$ cat src/rtl/adrv9001_sync_seq.sv
// adrv9001_sync_seq
//   Power-up / resync sequencer for an ADRV9001 SSI link. On start it emits a
//   multi-chip sync pulse, waits a settle time, waits for the SSI lock, then
//   brings up the selected rx/tx channel enables one at a time, STAGGER cycles
//   apart. Lock loss while enabling or active drops every enable and flags err.
//
// Ports
//   clk, rst          rising-edge clock, synchronous active-high reset
//   start/stop/abort  run request, orderly shutdown from ACTIVE, hard return
//   sync_len          mssi_sync pulse length (0 is treated as 1)
//   settle_len        settle cycles after the pulse (0 skips SETTLE)
//   en_mask           channel select {tx2, tx1, rx2, rx1}
//   lock_in           SSI lock status
//   mssi_sync         sync pulse to the transceiver
//   rx1_en..tx2_en    channel enables
//   busy, done, err   status; all outputs are registered
module adrv9001_sync_seq #(
  parameter int CNT_WIDTH    = 16,
  parameter int STAGGER      = 4,
  parameter int LOCK_TIMEOUT = 1024
) (
  input  logic                 clk,
  input  logic                 rst,
  input  logic                 start,
  input  logic                 stop,
  input  logic                 abort,
  input  logic [CNT_WIDTH-1:0] sync_len,
  input  logic [CNT_WIDTH-1:0] settle_len,
  input  logic [3:0]           en_mask,
  input  logic                 lock_in,
  output logic                 mssi_sync,
  output logic                 rx1_en,
  output logic                 rx2_en,
  output logic                 tx1_en,
  output logic                 tx2_en,
  output logic                 busy,
  output logic                 done,
  output logic                 err
);

  localparam int TW = $clog2(LOCK_TIMEOUT + 1);

  typedef enum logic [2:0] {
    S_IDLE, S_SYNC, S_SETTLE, S_WAIT, S_ENABLE, S_ACTIVE, S_ERROR
  } state_e;

  state_e               state_q;
  logic [CNT_WIDTH-1:0] cnt_q;      // SYNC / SETTLE down-counter
  logic [CNT_WIDTH-1:0] settle_q;   // settle length captured at start
  logic [TW-1:0]        tmo_q;      // cycles spent in WAIT_LOCK
  logic [7:0]           stg_q;      // cycles left until the next enable
  logic [3:0]           pend_q;     // selected channels not yet enabled
  logic [3:0]           en_q;
  logic                 mssi_q, busy_q, done_q, err_q;

  // Lowest pending channel: rx1 first, tx2 last; unselected ones cost nothing.
  logic [3:0] first_d;
  always_comb first_d = pend_q & (~pend_q + 4'd1);

  always_ff @(posedge clk) begin
    if (rst) begin
      state_q  <= S_IDLE;
      cnt_q    <= '0;
      settle_q <= '0;
      tmo_q    <= '0;
      stg_q    <= '0;
      pend_q   <= '0;
      en_q     <= '0;
      mssi_q   <= 1'b0;
      busy_q   <= 1'b0;
      done_q   <= 1'b0;
      err_q    <= 1'b0;
    end else if (abort) begin
      state_q <= S_IDLE;
      pend_q  <= '0;
      en_q    <= '0;
      mssi_q  <= 1'b0;
      busy_q  <= 1'b0;
      done_q  <= 1'b0;
      err_q   <= 1'b0;
    end else begin
      case (state_q)
        S_IDLE, S_ERROR: begin
          if (start) begin
            state_q  <= S_SYNC;
            // A zero length still produces a one-cycle pulse.
            cnt_q    <= (sync_len == '0) ? CNT_WIDTH'(1) : sync_len;
            settle_q <= settle_len;
            pend_q   <= en_mask;
            en_q     <= '0;
            mssi_q   <= 1'b1;
            busy_q   <= 1'b1;
            done_q   <= 1'b0;
            err_q    <= 1'b0;
          end
        end

        S_SYNC: begin
          if (cnt_q <= CNT_WIDTH'(1)) begin
            mssi_q <= 1'b0;
            if (settle_q == '0) begin
              state_q <= S_WAIT;
              tmo_q   <= '0;
            end else begin
              state_q <= S_SETTLE;
              cnt_q   <= settle_q;
            end
          end else begin
            cnt_q <= cnt_q - CNT_WIDTH'(1);
          end
        end

        S_SETTLE: begin
          if (cnt_q <= CNT_WIDTH'(1)) begin
            state_q <= S_WAIT;
            tmo_q   <= '0;
          end else begin
            cnt_q <= cnt_q - CNT_WIDTH'(1);
          end
        end

        S_WAIT: begin
          if (lock_in) begin
            // The first selected channel comes up with ENABLE entry.
            state_q <= S_ENABLE;
            en_q    <= en_q | first_d;
            pend_q  <= pend_q & ~first_d;
            stg_q   <= 8'(STAGGER - 1);
          end else if (tmo_q == TW'(LOCK_TIMEOUT - 1)) begin
            state_q <= S_ERROR;
            busy_q  <= 1'b0;
            err_q   <= 1'b1;
          end else begin
            tmo_q <= tmo_q + TW'(1);
          end
        end

        S_ENABLE: begin
          if (!lock_in) begin
            state_q <= S_ERROR;
            en_q    <= '0;
            busy_q  <= 1'b0;
            err_q   <= 1'b1;
          end else if (pend_q == '0) begin
            // Zero or one channel selected: leave after one ENABLE cycle.
            state_q <= S_ACTIVE;
            busy_q  <= 1'b0;
            done_q  <= 1'b1;
          end else if (stg_q == '0) begin
            en_q   <= en_q | first_d;
            pend_q <= pend_q & ~first_d;
            stg_q  <= 8'(STAGGER - 1);
            // done rises together with the last enable.
            if ((pend_q & ~first_d) == '0) begin
              state_q <= S_ACTIVE;
              busy_q  <= 1'b0;
              done_q  <= 1'b1;
            end
          end else begin
            stg_q <= stg_q - 8'd1;
          end
        end

        S_ACTIVE: begin
          if (!lock_in) begin
            state_q <= S_ERROR;
            en_q    <= '0;
            done_q  <= 1'b0;
            err_q   <= 1'b1;
          end else if (stop) begin
            state_q <= S_IDLE;
            en_q    <= '0;
            done_q  <= 1'b0;
          end
        end

        default: state_q <= S_IDLE;
      endcase
    end
  end

  assign mssi_sync = mssi_q;
  assign rx1_en    = en_q[0];
  assign rx2_en    = en_q[1];
  assign tx1_en    = en_q[2];
  assign tx2_en    = en_q[3];
  assign busy      = busy_q;
  assign done      = done_q;
  assign err       = err_q;

endmodule

$ cat config.mk
export PLATFORM = sky130hd
export DESIGN_NAME = adrv9001_sync_seq
export DESIGN_NICKNAME = d
export VERILOG_FILES = /design/src/rtl/adrv9001_sync_seq.sv
export SDC_FILE = /design/constraint.sdc
export NUM_CORES = 1
export LEC_CHECK = 0
export CORE_AREA = 2 2 99 77
export DETAILED_ROUTE_END_ITERATION = 8
export DIE_AREA = 0 0 101 79
export PLACE_DENSITY = 0.79
export SLEW_MARGIN = 20
export SYNTH_ARGS = -nofsm -noshare
export SYNTH_HDL_FRONTEND = slang
export SYNTH_SLANG_ARGS = --single-unit
export TNS_END_PERCENT = 30
$ cat constraint.sdc
create_clock -name clk -period 2.54 [get_ports clk]
set_input_delay 0.762 -clock clk [delete_from_list [all_inputs] [get_ports clk]]
set_output_delay 0.762 -clock clk [all_outputs]
set_load 0.05 [all_outputs]
# Word level (Yosys, flattened, before mapping)
# Cells that the tools add are included.
totals:
  regBits: 66
  input_bits: 42
  output_inout_bits: 8
  wordCells: 145
op_classes:
  addsub: 4
  n_lt_le_gt_ge: 1
  n_eq_ne: 29
  muxes: 66
  bitwise_logic: 6
  n_reduce_logical: 28
ops:
  columns: ["cell", "count"]
  rows:
  - ["2-to-1 mux 16 bit", 5]
  - ["2-to-1 mux 11 bit", 5]
  - ["2-to-1 mux 4 bit", 12]
  - ["one-hot mux 16 bit (3 select lines)", 1]
  - ["2-to-1 mux 3 bit", 11]
  - ["one-hot mux 11 bit (3 select lines)", 1]
  - ["logical NOT 16 bit", 2]
  - ["2-to-1 mux 8 bit", 4]
  - ["!= test 2 bit (second input constant)", 13]
  - ["AND reduction 6 bit", 4]
  - ["!= test 3 bit (second input constant)", 7]
  - ["2-to-1 mux 1 bit", 19]
  - ["one-hot mux 3 bit (6 select lines)", 1]
  - ["less-or-equal comparator 16 x 1 -> 1 bit (second input constant)", 1]
  - ["one-hot mux 4 bit (4 select lines)", 1]
  - ["one-hot mux 8 bit (2 select lines)", 1]
  - ["subtractor 16 x 1 -> 16 bit (second input constant)", 1]
  - ["AND reduction 5 bit", 3]
  - ["nonzero test 3 bit", 5]
  - ["AND reduction 7 bit", 2]
  - ["one-hot mux 4 bit (3 select lines)", 1]
  - ["adder 11 x 1 -> 11 bit (second input constant)", 1]
  - ["equality test 11 x 10 -> 1 bit (second input constant)", 1]
  - ["equality test 3 bit (second input constant)", 3]
  - ["18 further kinds", 29]

# Depth between registers and ports, before layout
# Gate-level depths: netlist of the first run.
logic_depth:
  word_depth: 11
  ltp_mapped: 10

# Worst setup path after synthesis of the first run
# No wires, ideal clock.
synth_timing:
  path_kind: "input port to flip-flop"
  from: "in start"
  to: "reg settle_q[10]"
  setup_ps: 128
  arrival_ps: 2135
  required_time_ps: 2412
  slack_ps: 278
  cell_stages: 8
  n_path_buf: 3
  path_cell_list: "nor2b_1 and3_1 clkbuf_1 nor2b_1 buf_2 buf_2 mux2i_1 nor2_1"
synth_between:
  elab_chain_len: 1
synth_rtl:
  columns: ["element", "line", "text"]
  rows:
  - ["start: declaration", "24", "input logic start,"]
  - ["AND reduction 3 bit (no line)", null, null]
  - ["end signal: assignment", "88", "settle_q <= settle_len;"]
  - ["end: declaration", "49", "logic [CNT_WIDTH-1:0] settle_q;"]
# No other way between the ends.
# A chain may end at the register's enable or synchronous reset.

# Worst setup path in the final report of the first run
layout_timing:
  from: "reg settle_q[11]"
  to: "reg cnt_q[7]"
layout_between:
  elab_chain_len: 3
layout_rtl:
  columns: ["element", "line", "text"]
  rows:
  - ["logical NOT 16 bit", "101", "if (settle_q == '0) begin"]
  - ["!= test 3 bit (no line)", null, null]
  - ["AND reduction 5 bit (no line)", null, null]
  - ["end signal: assignment", "106", "cnt_q <= settle_q;"]
  - ["end signal: assignment", "109", "cnt_q <= cnt_q - CNT_WIDTH'(1);"]
  - ["end signal: assignment", "118", "cnt_q <= cnt_q - CNT_WIDTH'(1);"]
  - ["end: declaration", "48", "logic [CNT_WIDTH-1:0] cnt_q;"]
# No other way between the ends.

==> results.cfg, run 1 <==
[routing]
drt_wl_total_um = 10800
drcViolationCount = 0
dr.first_iter.drc_count = 384
viasPerCell = 6.24
routed_wirelength_normalized_by_instance_count_um = 17.3
drt.antenna.violating_nets = 0
pre_repair_dr_iteration_count = 7
via_count = 3894

[place]
gpl.final_weighted_congestion = 0.919
post-place-cells = 608
buffer_ports.inserted = 49
hpwlAfterDp_um = 7540

[power]
overall_power_mw = 2.76
cellPowerDensity_nw_per_um2 = 584
static_power_due_to_leakage_nw = 1.79
irDropWorstVdd_v = 0.000255

[cts]
clk_latency_ns = 0.36
worst_setup_hold_path_clk_slew_ns = 0.08
post-cts-setup-buffers = 0
cts_inserted_buffers = 9
ctsLongestPathBuffers = 2
ctsHoldBuffers = 0
cts.sink_count = 66
ctsHtreeMaxLevel = 3
tritoncts = done
cts_root_buf = sky130_fd_sc_hd__clkbuf_8

[floorplan]
io-pin-count = 50
std_cell_rows = 27
die_outline_area_um2 = 7980
core_region_area_um2 = 7090
dieWidth_um = 101
die_y_um = 79
start_util_pct = 53.5

[synth]
synth_nets = 517
synth_commonest_cells = sky130_fd_sc_hd__nor2_1 (79), sky130_fd_sc_hd__dfxtp_1 (66), sky130_fd_sc_hd__a21oi_1 (32)
ys_dominant_reg_cell = sky130_fd_sc_hd__dfxtp_1
syn_avg_cell_area_um2 = 8.08
synth_enable_flop_cells = 0
synth-seq-cells = 66
syn_inst = 470
seq_area_frac_synth_pct = 34.8
synthMostInstantiatedCell = sky130_fd_sc_hd__nor2_1
synth.cell_area_um2 = 3800
ys_warn_count = 0
synth_cell_types = 62
async_flop_share_pct = 0
synth_largest_area_cell = sky130_fd_sc_hd__dfxtp_1
netlist.area_leader.share_pct = 34.8
post_synth_main_area_contributors = sky130_fd_sc_hd__dfxtp_1 (35%), sky130_fd_sc_hd__nor2_1 (7.8%), sky130_fd_sc_hd__a21oi_1 (4.2%)

[hold_path]
worst_hold_path.num_cells = 2
hold_class = flop to flop

[layout]
antenna_cells_inserted = 0
multi_input_area_um2 = 2330
layout-area-overhead-vs-synth_pct = 24.6
sequential_cell_area_um2 = 1320
fillerInstances = 574
num-nets-final = 579
drive_gt1_share_pct = 12.3
layoutNonFillerInstCount = 624

[timing]
maxSlewViolCount = 0
worst-slew-pin-transition_ns = 0.798
period_needed_ns = 2.53
layout_worst_path_cycle_share_pct = 99.7
finClkSkew_ns = 0.00791
report.final.hold_viol_count = 0
finalSetupViolCount = 0
fmaxAchievable_mhz = 395
max_slew_margin_pct = 46.4

[grt]
pin_count_of_the_biggest_net_entering_global_routing = 44
grt_pass1_wl_um = 17200
grt.total_usage_pct = 27.3
via_count_of_the_first_global_routing_pass = 3517
initial_antenna_violation_count = 0
grt_overflow_total = 0

[critical_path]
critPathArrivalTime_ns = 2.81
rr_worst_depth = 7
critPathMaxFanout = 21
worst-setup-path-type = flop to flop
crit_required_ns = 2.82
startpoint_type = flop
cp-end-kind = flop

[outcome]
outcome = finished clean

[job]
number_of_max_capacitance_violations_reported = 0
==> metal layers <==
layer | share of wire, % | global-route usage (%) | vias to the layer above
met3 | 9.2 | 6.16 | 26
met1 | 44 | 38.4 | 1813
met2 | 44 | 41.5 | 217
met4 | 1.9 | 8.65 | 0
met5 | 0 | 0 | -
li1 | - | - | 1838
==> critical path, cell delays in order, from the launching register on <==
cell                        delay [ns]
sky130_fd_sc_hd__dfxtp_1          0.33
sky130_fd_sc_hd__nor4_1           0.43
sky130_fd_sc_hd__nand4_1          0.27
sky130_fd_sc_hd__a2111oi_1        0.58
sky130_fd_sc_hd__or3_1            0.23
sky130_fd_sc_hd__buf_4            0.28
sky130_fd_sc_hd__a21oi_1          0.09
sky130_fd_sc_hd__a221oi_2         0.23
==> placed cells by master, fill, tap and decap left out, types with 3 or more instances in the layout <==
cell                              netlist  routed
sky130_fd_sc_hd__a211o_1                3       3
sky130_fd_sc_hd__a211oi_1               4       4
sky130_fd_sc_hd__a21oi_1               32      32
sky130_fd_sc_hd__a22o_1                 3       3
sky130_fd_sc_hd__a2bb2oi_1              3       3
sky130_fd_sc_hd__a31o_2                 5       5
sky130_fd_sc_hd__a31oi_1                6       6
sky130_fd_sc_hd__and3_1                 8       8
sky130_fd_sc_hd__buf_4                  1      27
sky130_fd_sc_hd__clkbuf_8               0      10
sky130_fd_sc_hd__clkdlybuf4s50_1        0      49
sky130_fd_sc_hd__dfxtp_1               66      66
sky130_fd_sc_hd__ha_1                   5       5
sky130_fd_sc_hd__inv_1                 12      12
sky130_fd_sc_hd__mux2i_1               16      16
sky130_fd_sc_hd__nand2_1               26      26
sky130_fd_sc_hd__nand2b_1               4       4
sky130_fd_sc_hd__nand3_1               15      15
sky130_fd_sc_hd__nand3b_1               7       7
sky130_fd_sc_hd__nand4_1                6       6
sky130_fd_sc_hd__nor2_1                79      78
sky130_fd_sc_hd__nor2b_1                6       5
sky130_fd_sc_hd__nor3_1                11      11
sky130_fd_sc_hd__nor3b_1                3       3
sky130_fd_sc_hd__nor4_1                15      15
sky130_fd_sc_hd__o21ai_0               20      20
sky130_fd_sc_hd__o21bai_1               4       4
sky130_fd_sc_hd__o31ai_1                4       4
sky130_fd_sc_hd__o41ai_1                7       7
sky130_fd_sc_hd__or3_1                  6       6
sky130_fd_sc_hd__or4_1                  6       6
sky130_fd_sc_hd__xnor2_1                8       8
sky130_fd_sc_hd__xor2_1                15      15
==> final timing paths <==
kind                start  endpoint  slack (ns)
max          settle_q[11]  cnt_q[7]       0.007
min              tmo_q[1]  tmo_q[1]        0.49
max reg2reg  settle_q[11]  cnt_q[7]       0.007
min reg2reg      tmo_q[1]  tmo_q[1]        0.49
==> logic make-up (layout without fill, tap and decap cells) <==
group           after synthesis  after routing  synth area share (%)
compound gates              109            109                  19.8
xor+xnor                     23             23                  5.30
fa+ha+maj                     7              7                  2.17
buf+inv                      38            105                  4.15
flops                        66             66                  34.8
mux                          16             16                  4.22
simple gates                211            211                  29.5
==> sequential cells by signal (all words and copies together), names as in the netlist <==
signal     flops
en_q           4
state_q        3
err            1
tmo_q         11
stg_q          8
busy           1
pend_q         4
settle_q      16
mssi_sync      1
done           1
cnt_q         16
==> stage by stage <==
stage               worst slack (ns)  instance area (µm²)  setup TNS, ns  utilization [%]  hold slack [ns]
finish                       0.00726                 4730              0             66.7            0.493
global route                 -0.0864                 4730         -0.224             66.7            0.507
CTS                            0.119                 4730              0             66.7            0.486
detailed placement            -0.117                 4510         -0.280             63.6            0.467
global placement              -0.127                 4510         -0.148             63.6            0.458
floorplan                      0.278                 3800              0                -            0.449
==> what timing repair did <==
action	CTS	global route
endpoints found under the setup margin	0	11
gates resized for setup	0	2
hold endpoints to repair	0	0
==> cell type report <==
type	count	area share (%)
Timing Repair Buffer	77	15.1
Multi-Input combinational cell	366	49.1
Inverter	12	0.952
Tap cell	87	2.30
Clock inverter	5	1.64
Sequential cell	66	27.9
Clock buffer	11	2.99
==> where the power goes <==
group	switching, mW	leakage, nW	internal (mW)	total (mW)
Sequential	0.0476	0.537	1.08	1.12
Clock	0.434	0.109	0.577	1.01
Combinational	0.347	1.14	0.282	0.629
Total	0.828	1.79	1.93	2.76
Power figures use the tool's default switching activity.
==> inputs of run 2 (changes only) <==
--- a/config.mk
+++ b/config.mk
@@ -5,10 +5,9 @@
 export SDC_FILE = /design/constraint.sdc
 export NUM_CORES = 1
 export LEC_CHECK = 0
-export CORE_AREA = 2 2 99 77
+export CORE_AREA = 2 2 146 112
 export DETAILED_ROUTE_END_ITERATION = 8
-export DIE_AREA = 0 0 101 79
-export PLACE_DENSITY = 0.79
+export DIE_AREA = 0 0 148 114
 export SLEW_MARGIN = 20
 export SYNTH_ARGS = -nofsm -noshare
 export SYNTH_HDL_FRONTEND = slang
==> run 2 against run 1 <==
Against the previous run: first-iteration DRC count shrank 23%; clock skew barely moved; clock power grew 46%; maximum frequency grew 6.7%; total power is 16% higher.
==> results.cfg, run 2 (synthesis gave the netlist of run 1 again) <==
[outcome]
outcome = finished clean

[cts]
ctsHtreeMaxLevel = 3
cts_inserted_buffers = 9
worst_setup_hold_path_clk_slew_ns = 0.06
tritoncts = done
cts.sink_count = 66
ctsLongestPathBuffers = 2
clk_latency_ns = 0.34
post-cts-setup-buffers = 0
cts_root_buf = sky130_fd_sc_hd__clkbuf_16

[grt]
grt_most_used_layer = met2
grtUsageMet2_pct = 20.1
grtUsageMet3_pct = 3.40
grt_overflow_total = 0
grt_pass1_wl_um = 17700
grtUsageMet1_pct = 17.8
via_count_of_the_first_global_routing_pass = 3649
initial_antenna_violation_count = 0
grt.total_usage_pct = 13.0
pin_count_of_the_biggest_net_entering_global_routing = 44

[critical_path]
rrSetupSlack_ns = 0.17
path_cells = inv_1 > ha_1 > or2_2 > nand3_4 > a2111oi_2 > or3_1 > buf_4 > o41ai_1
startpoint_type = flop
crit_required_ns = 2.76
critical-path-max-stage-delay_ns = 0.39
cp-end-kind = flop
worst-setup-path-type = flop to flop
kind_of_cell_adding_the_most_delay_to_the_critical_path = simple AND/OR/NAND/NOR gates
r2r_end = cnt_q[9]
critPathMaxFanout = 21
timing.critical_path.buf_inv = 2
rr_worst_depth = 8
slowest_stage = sky130_fd_sc_hd__dfxtp_1
critPathArrivalTime_ns = 2.60
timing.rr.start = cnt_q[0]

[floorplan]
start_util_pct = 24.3
std_cell_rows = 40
die_y_um = 114
io-pin-count = 50
core_region_area_um2 = 15600
die_outline_area_um2 = 16900
dieWidth_um = 148

[hold_path]
hold_class = flop to flop
timing.hold.worst.start = en_q[1]
min_to = en_q[1]
worst_hold_path.num_cells = 2

[layout]
final_common_cell = sky130_fd_sc_hd__nor2_1
design_area_um2 = 5060
layout_common_cells = sky130_fd_sc_hd__nor2_1 (78), sky130_fd_sc_hd__dfxtp_1 (66), sky130_fd_sc_hd__clkdlybuf4s50_1 (49)
antenna_cells_inserted = 0
drive_gt1_share_pct = 13.4
layout-area-overhead-vs-synth_pct = 33.3
finalCoreUtilization_pct = 32.4
layout_top_registers = cnt_q: 16 flops, settle_q: 16 flops, tmo_q: 11 flops
fillerInstances = 1652
num-nets-final = 581

[power]
power.sequential.fraction_pct = 35.1
power.net_switching_uw = 882
clkPwrFrac_pct = 45.7
power_frac_comb_pct = 19.2
static_power_due_to_leakage_nw = 1.86
power.internal_mw = 2.33
cellPowerDensity_nw_per_um2 = 634
net_switching_share_of_the_total_power_pct = 27.5
irDropWorstVdd_v = 0.000274

[timing]
finalSetupViolCount = 0
fmaxAchievable_mhz = 421
maxSlewViolCount = 0
worst_hold_slack_ns = 0.480
report.final.hold_viol_count = 0
period_needed_ns = 2.37
worst-slew-pin-transition_ns = 0.696
layout_worst_path_cycle_share_pct = 93.4
grt_setup_unrepaired = no
post-route-worst-setup-slack_ns = 0.166
max_slew_margin_pct = 53.2
finClkSkew_ns = 0.00815

[routing]
drt.antenna.violating_nets = 0
dr.first_iter.drc_count = 296
viasPerCell = 4.99
drcViolationCount = 0
via_count = 3739
drt_wl_total_um = 10800
routed_wirelength_normalized_by_instance_count_um = 14.4
pre_repair_dr_iteration_count = 4

[place]
gpl.final_weighted_congestion = 0.867
buffer_ports.inserted = 49
hpwlAfterDp_um = 8010
placement_cell_area_um2 = 4690
pre_cts_ws_ns = -0.110

[job]
number_of_max_capacitance_violations_reported = 0
[run 2: area by class of cell]
type	instances	area (µm²)	area share (%)
Multi-Input combinational cell	366	2340	46.3
Sequential cell	66	1320	26.1
Timing Repair Buffer	79	741	14.6
Tap cell	210	263	5.19
Clock buffer	9	225	4.45
Clock inverter	7	125	2.47
Inverter	12	45.0	0.890
[run 2: per-layer routing]
metal	wire, µm	up-vias	part of all wire [%]
met4	130	0	1.2
li1	-	1847	-
met3	492	13	4.6
met5	0	-	0
met2	4770	86	44
met1	5400	1793	50
[run 2: repair_timing]
action                                  CTS  global route
endpoints found under the setup margin    0            12
hold buffers                              0             0
endpoints found under the hold margin     0             0
gates resized for setup                   0             5
[run 2: how the worst max path moves through the flow]
stage                      from            to  depth (start not counted)
floorplan                 start  settle_q[10]                          8
global placement        lock_in    state_q[0]                          7
detailed placement        start    state_q[0]                          7
CTS                 settle_q[3]      cnt_q[7]                          8
global route        settle_q[3]      cnt_q[7]                          8
finish                 cnt_q[0]      cnt_q[9]                          8
[run 2: power by group through the flow]
stage | combinational [mW] | sequential, mW | clock, mW
after floorplan | 0.382 | 1.14 | 0
after global placement | 0.598 | 1.14 | 0
after detailed placement | 0.605 | 1.15 | 0
after CTS | 0.608 | 1.12 | 1.50
after global routing | 0.678 | 1.13 | 1.55
final | 0.618 | 1.13 | 1.47
[run 2: worst min-delay path, stage by stage, from the launching register on]
cell and delay, ns:
sky130_fd_sc_hd__dfxtp_1 0.33, sky130_fd_sc_hd__a31oi_1 0.04, sky130_fd_sc_hd__nor2_1 0.07
[run 2: per-stage QoR]
| stage | power (mW) | cells | TNS, ns |
|---|---|---|---|
| finish | 3.21 | 749 | 0 |
| global route | 3.36 | 749 | 0 |
| CTS | 3.23 | 749 | 0 |
| detailed placement | 1.75 | 733 | -1.57 |
| global placement | 1.74 | 733 | -0.120 |
| floorplan | 1.53 | 470 | 0 |
==> inputs of run 3 (changes only) <==
--- a/config.mk
+++ b/config.mk
@@ -5,6 +5,7 @@
 export SDC_FILE = /design/constraint.sdc
 export NUM_CORES = 1
 export LEC_CHECK = 0
+export ABC_CLOCK_PERIOD_IN_PS = 2540
 export CORE_AREA = 2 2 146 112
 export DETAILED_ROUTE_END_ITERATION = 8
 export DIE_AREA = 0 0 148 114
==> results of run 3 <==
The final DEF is identical to that of run 2; final timing and power are the same.
